`config.mk`:
```
export PLATFORM = sky130hd
export DESIGN_NAME = blackjack_button_frontend
export DESIGN_NICKNAME = d
export VERILOG_FILES = /design/src/rtl/blackjack_button_frontend.sv
export SDC_FILE = /design/constraint.sdc
export NUM_CORES = 1
export LEC_CHECK = 0
export CAP_MARGIN = 20
export CORE_MARGIN = 10
export CORE_UTILIZATION = 45
export DETAILED_ROUTE_END_ITERATION = 16
export PLACE_DENSITY_LB_ADDON = 0.05
export SLEW_MARGIN = 20
export SYNTH_ARGS = -nofsm -noshare
export SYNTH_HDL_FRONTEND = slang
export SYNTH_SLANG_ARGS = --single-unit
export TNS_END_PERCENT = 10
```
`constraint.sdc`:
```
create_clock -name clk -period 5.45 [get_ports clk]
set_clock_uncertainty 0.1 [all_clocks]
set_input_delay 1.09 -clock clk [delete_from_list [all_inputs] [get_ports clk]]
set_output_delay 1.09 -clock clk [all_outputs]
set_load 0.03 [all_outputs]
```
`src/rtl/blackjack_button_frontend.sv`:
```
// Button/switch conditioning for the blackjack controller: 2-flop sync, debounce,
// armed edge detect and priority arbitration. Define DEBOUNCE_BYPASS_EN to skip debounce.
module blackjack_button_frontend #(
  parameter int unsigned DEBOUNCE_CYCLES = 500000
) (
  input  logic       clk,
  input  logic       reset,
  input  logic       btn_next_raw,
  input  logic       btn_hit_raw,
  input  logic       btn_stand_raw,
  input  logic       btn_double_raw,
  input  logic       btn_split_raw,
  input  logic [3:0] sw_bet_raw,
  output logic       next,
  output logic       hit,
  output logic       stand,
  output logic       double,
  output logic       split,
  output logic       bet_8,
  output logic       bet_4,
  output logic       bet_2,
  output logic       bet_1,
  output logic [3:0] bet_value,
  output logic       any_held
);

  localparam int unsigned N = 9;

  // bit 0 next, 1 hit, 2 stand, 3 double, 4 split, 8:5 bet switches
  logic [N-1:0] raw;
  logic [N-1:0] s1;
  logic [N-1:0] s2;
  logic [N-1:0] deb;
  logic [4:0]   deb_d;
  logic [4:0]   armed;
  logic [4:0]   cand;
  logic [4:0]   win;
  logic [4:0]   cmd;
  logic [1:0]   sync_vld;

  assign raw = {sw_bet_raw, btn_split_raw, btn_double_raw, btn_stand_raw,
                btn_hit_raw, btn_next_raw};

  always_ff @(posedge clk or negedge reset) begin
    if (!reset) begin
      s1 <= '0;
      s2 <= '0;
    end else begin
      s1 <= raw;
      s2 <= s1;
    end
  end

`ifdef DEBOUNCE_BYPASS_EN
  assign deb = s2;
`else
  localparam int unsigned CW = $clog2(DEBOUNCE_CYCLES + 1);
  localparam logic [CW-1:0] LAST = CW'(DEBOUNCE_CYCLES - 1);

  logic [CW-1:0] cnt [N];

  always_ff @(posedge clk or negedge reset) begin
    if (!reset) begin
      deb <= '0;
      for (int unsigned i = 0; i < N; i++) cnt[i] <= '0;
    end else begin
      for (int unsigned i = 0; i < N; i++) begin
        if (s2[i] == deb[i]) begin
          cnt[i] <= '0;
        end else if (cnt[i] == LAST) begin
          deb[i] <= s2[i];
          cnt[i] <= '0;
        end else begin
          cnt[i] <= cnt[i] + CW'(1);
        end
      end
    end
  end
`endif

  // s2 holds its reset value for two edges; arming only trusts it once the
  // synchronizer has carried a real sample, so a button held through reset stays unarmed.
  always_ff @(posedge clk or negedge reset) begin
    if (!reset) begin
      sync_vld <= '0;
      armed    <= '0;
      deb_d    <= '0;
    end else begin
      sync_vld <= {sync_vld[0], 1'b1};
      armed    <= armed | ({5{sync_vld[1]}} & ~s2[4:0]);
      deb_d    <= deb[4:0];
    end
  end

  assign cand = deb[4:0] & ~deb_d & armed;

  // priority next > stand > hit > double > split; losers are dropped
  always_comb begin
    win = '0;
    if (cand[0])      win[0] = 1'b1;
    else if (cand[2]) win[2] = 1'b1;
    else if (cand[1]) win[1] = 1'b1;
    else if (cand[3]) win[3] = 1'b1;
    else if (cand[4]) win[4] = 1'b1;
  end

  always_ff @(posedge clk or negedge reset) begin
    if (!reset) cmd <= '0;
    else        cmd <= win;
  end

  assign next      = cmd[0];
  assign hit       = cmd[1];
  assign stand     = cmd[2];
  assign double    = cmd[3];
  assign split     = cmd[4];
  assign bet_1     = deb[5];
  assign bet_2     = deb[6];
  assign bet_4     = deb[7];
  assign bet_8     = deb[8];
  assign bet_value = deb[8:5];
  assign any_held  = |deb[4:0];

endmodule

```
After elaboration in Yosys (flattened, before gate mapping)

Index checks and enable logic that the tools add are counted.

Memory bits (read-only): 0
Memories kept: 0
RAM bits: 0
Bits in latches: 0
Register bits: 215

Reductions and logical operators: 10
$lt $le $gt $ge: 0
Multipliers: 0
Add/subtract/negate cells: 9
Bitwise operators: 15
Multiplexer cells: 28
Divide/modulo/power cells: 0
Shift operators: 0
Equal/unequal tests: 18

Operator list:

| kind                                                             | number |
|---|---|
| 19-bit 2-to-1 mux                                                | 18 |
| 19-bit by 1-bit adder with 19-bit output (second input constant) | 9 |
| 19-bit == test (second input constant)                           | 9 |
| 2-bit AND reduction                                              | 9 |
| 5-bit AND                                                        | 3 |
| 5-bit inverter                                                   | 2 |
| 1-bit == test                                                    | 9 |
| 1-bit inverter                                                   | 9 |
| 1-bit 2-to-1 mux                                                 | 7 |
| 5-bit OR                                                         | 1 |
| 5-bit OR reduction                                               | 1 |
| 2-bit 2-to-1 mux                                                 | 2 |
| 4-bit 2-to-1 mux                                                 | 1 |

Depth between registers and ports, before layout

Depth in word-level cells: 8
Depth in mapped cells: 7
Gate-level depth less buffers: 5

Least setup slack after synthesis

No wires, ideal clock.

Kind: register -> register
From: register cnt[50] in the netlist's numbering
To: register cnt[43] in the netlist's numbering
Path slack: 3.343 ns
Required time: 5.232 ns
Cell stages (with the launch flop): 6
Arrival time: 1.889 ns
Period minus slack after synthesis: 2.107 ns
Setup time: 0.118 ns
Cell sequence: dfrtp_1 > or4b_1 > or4_4 > o21ai_4 > buf_4 > nor2_1

Cells in the longest elaborated chain, start to end: 3

RTL lines:

| element                           | RTL line | RTL |
|---|---|---|
| from (decl)                       | 60       | `logic [CW-1:0] cnt [N];` |
| from (signal, indexed assignment) | 74       | `cnt[i] <= cnt[i] + CW'(1);` |
| 19-bit == test                    | 70       | `end else if (cnt[i] == LAST) begin` |
| 19-bit 2-to-1 mux                 | 70       |  |
| 19-bit 2-to-1 mux                 | 68       | `if (s2[i] == deb[i]) begin` |

No other way between the ends.
A chain may end at the register's enable or synchronous reset.

Final worst setup path

From: register deb[0]
To: output any_held

Cells in the longest elaborated chain, start to end: 1

RTL lines:

| element                           | RTL line | RTL |
|---|---|---|
| from (decl)                       | 33       | `logic [N-1:0] deb;` |
| from (signal, indexed assignment) | 71       | `deb[i] <= s2[i];` |
| 5-bit OR reduction                | 122      | `assign any_held = \|deb[4:0];` |
| to (decl)                         | 24       | `output logic any_held` |

No other way between the ends.

==> summary.txt <==
Setup path
  • CP startpoint: deb[0]
  • R2R Setup Slk: 3.13 ns
  • Critical R2R Launch: cnt[161]
  • CP Cell Sequence: nor3_1 -> nand2_1 -> clkdlybuf4s50_1
  • CP Capture Type: output port
  • CP max FO: 5
  • Reg2Reg Depth: 4
  • CP max stage delay: about 0.60 ns
  • Crit Path Category: reg2out
  • Critical Path AT: 1.83 ns
  • Crit start category: flip-flop
  • Slowest CP cell: clkdlybuf4s50_1
  • RR Endpoint: cnt[165]
  • Worst Path Required: approximately 4.3 ns

Global routing
  • Vias in the first global route: 6,871
  • GR Overflow Total: 0
  • Largest net degree at the start of global routing: ~110
  • First-pass GRT wire length: 33.4 mm
  • Initial antenna violation count: 0
  • Overall Global Routing Usage: 13.4%

Yosys
  • Post-synth net total: approximately 990
  • Post-Syn Instances: 972
  • Synth warn: 0
  • Post-synthesis async set-or-reset flop share: 100%
  • Yosys top cell by area: dfrtp_1
  • Largest family of logic cells by synthesized area: simple AND/OR/NAND/NOR gates
  • Area share of fa/ha/maj cells after synthesis: 1.13%
  • Main area contributors after synthesis: dfrtp_1 (54%), xnor2_1 (5.5%), nor2_1 (5.3%)
  • Mapped Area: about 0.01 mm^2
  • Synth top cells by count: dfrtp_1 (215), nor2_1 (140), xnor2_1 (63), nand3_1 (56), xor2_1 (53)
  • Top cell type's share of synthesized area: 54.0%
  • Mux share of post-synthesis cell area: less than 1%
  • EDFF count, synth: 0
  • Post-synthesis sequential area ratio: 54.0%
  • Synth Flop Type: dfrtp_1
  • FF+latch count, synth: 215
  • Post-Syn Area per Cell: 10.3 um^2
  • Compound-gate portion of the synthesized area: under 10%
  • Synth Area in XOR/XNOR: 10.2%
  • Post-synthesis simple-gate area fraction: 24.4%
  • Count leader, synth: dfrtp_1
  • Post-synthesis cell type count: 45

Floorplan
  • # rows: 54
  • Placeable core area: 0.0218 mm^2
  • Initial Utilization: 45.7%
  • Die area: 0.0285 mm^2
  • Die Wd: 169 um
  • # IOs: 25
  • Die Y-Extent: 169 um

Routing
  • Via Count: approximately 7,000
  • Via density: between 5 and 6
  • Routed WL: 18.6 mm
  • ANT nets after route: 0
  • Starting DRT DRC Count: 436
  • Routed WL per cell: 14.3 um
  • First-pass DRT Iterations: 4
  • Residual DRC: 0

Placement
  • Port-buffer cells: 24
  • Hpwl dp: 12.1 mm
  • Placer Congestion: 0.776
  • Placed insts: between 1,000 and 1,500
  • DP Worst Slack: ~2.9 ns

Clocking
  • CTS tree: built
  • Post-CTS Setup Bufs: 0
  • CTS hold repair buffers: 0
  • Clk root buf: clkbuf_16
  • CTS max path bufs: 3
  • Clk sinks: approximately 220
  • CTS buffer count: 24
  • Worst-Skew Late Latency: around 0.52 ns
  • Post-CTS Resized: 0
  • # H-tree levels: 1
  • Clock transition at path regs: 0.06 ns

Cells and area
  • Final non-filler cell total: around 1,300
  • Area grow syn2layout: 13.0%
  • Nets: 1,025
  • Antenna diode count: 0
  • Fraction of layout cells with a size suffix above 1: 7.35%
  • Fillcell total: 1,990

Timing
  • Hold Vio Cnt, Final: 0
  • Minimum clock period: 3.02 ns
  • Setup_tns: 0 ns
  • Final setup margin: around 2.4 ns
  • Setup-failing EPs final: 0
  • Max Fclk: 331 MHz
  • Slew Viols, Final: 0
  • Slew HR: 43.3%
  • RSZ-0062 raised after global routing: no
  • Fin crit share: 55.4%
  • Least-Margin Pin Slew: roughly 0.85 ns

Hold path
  • Hold/Removal Path Class: reg2reg
  • Min-Delay Endpoint: s2[8]
  • Worst Hold Depth: 0
  • Worst Hold Launch: s1[8]

Pwr
  • Cell area power density: 295 mW/mm^2
  • Worst vdd ir: approximately 0.00024 V
  • Post-layout total power: 3320 uW
  • LEAKAGE: 0.00455 uW

Run
  • MaxCap Viol Count: 0

Run status
  • Status: complete, no violations
[power by group]
group | internal, uW | total [uW] | switching (uW)
Sequential | 1620 | 1640 | 22.0
Combinational | 29.0 | 99.7 | 70.6
Clock | 949 | 1580 | 628
[final cells by class]
class	count	area (um^2)	share of cell area, %
Tap cell	280	350	3.11
Inverter	40	150	1.33
Timing Repair Buffer	30	290	2.58
Clock inverter	7	71.3	0.633
Clock buffer	35	712	6.32
Sequential cell	215	5380	47.7
Multi-Input combinational cell	694	4320	38.3
[through the flow]
step / cell area [um^2] / hold slack (ns) / util (%)
finish: 11300 / 0.249 / 51.6
global route: 11300 / 0.259 / 51.6
CTS: 11300 / 0.249 / 51.6
detailed placement: 10500 / 0.236 / 48.1
global placement: 10500 / 0.233 / 48.1
floorplan: 9970 / 0.231 / -
[cells by family after synthesis]
kind of cell	count (synthesis)
flip-flops	215
adder cells (fa/ha/maj)	9
XOR/XNOR	116
buffers and inverters	63
AO/OA/AOI/OAI	108
other	1
AND/OR/NAND/NOR	452
multiplexers	8
[flip-flops by register name, summed over array words and instances, names as in the netlist]
name,count
s2,9
deb,9
armed,5
cnt,171
cmd,5
s1,9
deb_d,5
sync_vld,2
[how the worst max path moves through the flow]
stage	to	slack [ns]	depth (start not counted)
after floorplan	cnt[43]	3.34	5
after global placement	any_held	2.97	3
after detailed placement	any_held	2.95	3
after CTS	any_held	2.38	3
after global routing	any_held	2.30	3
final	any_held	2.43	3
[layout by cell type, fill, tap and decap left out, drive strengths merged, types with 7 or more instances in the layout]
cell,instances
nor2,140
clkdlybuf4s50,23
dfrtp,215
nand4,40
o31ai,23
nand3,56
or4,33
clkbuf,35
xnor2,63
nor4b,10
nor4,18
ha,9
and4,12
or3,30
a21oi,46
xor2,53
nand2,52
and3,9
mux2,8
o21ai,33
nor3,23
inv,40
buf,7
[metal layers]
metal	global-route usage, %	up-vias	share of wire, %
li1	-	3507	-
met1	19.4	3346	51
met2	20.0	76	43
met3	2.43	25	3.4
met4	3.56	0	2.0
met5	0	-	0
[worst max-delay path: cells and delay by family (launching register included)]
kind / cells / cell delay [ns]
buf+inv: 1 / 0.60
flops: 1 / 0.42
simple gates: 2 / 0.30
Note: power is estimated with default switching activity, not from simulation.
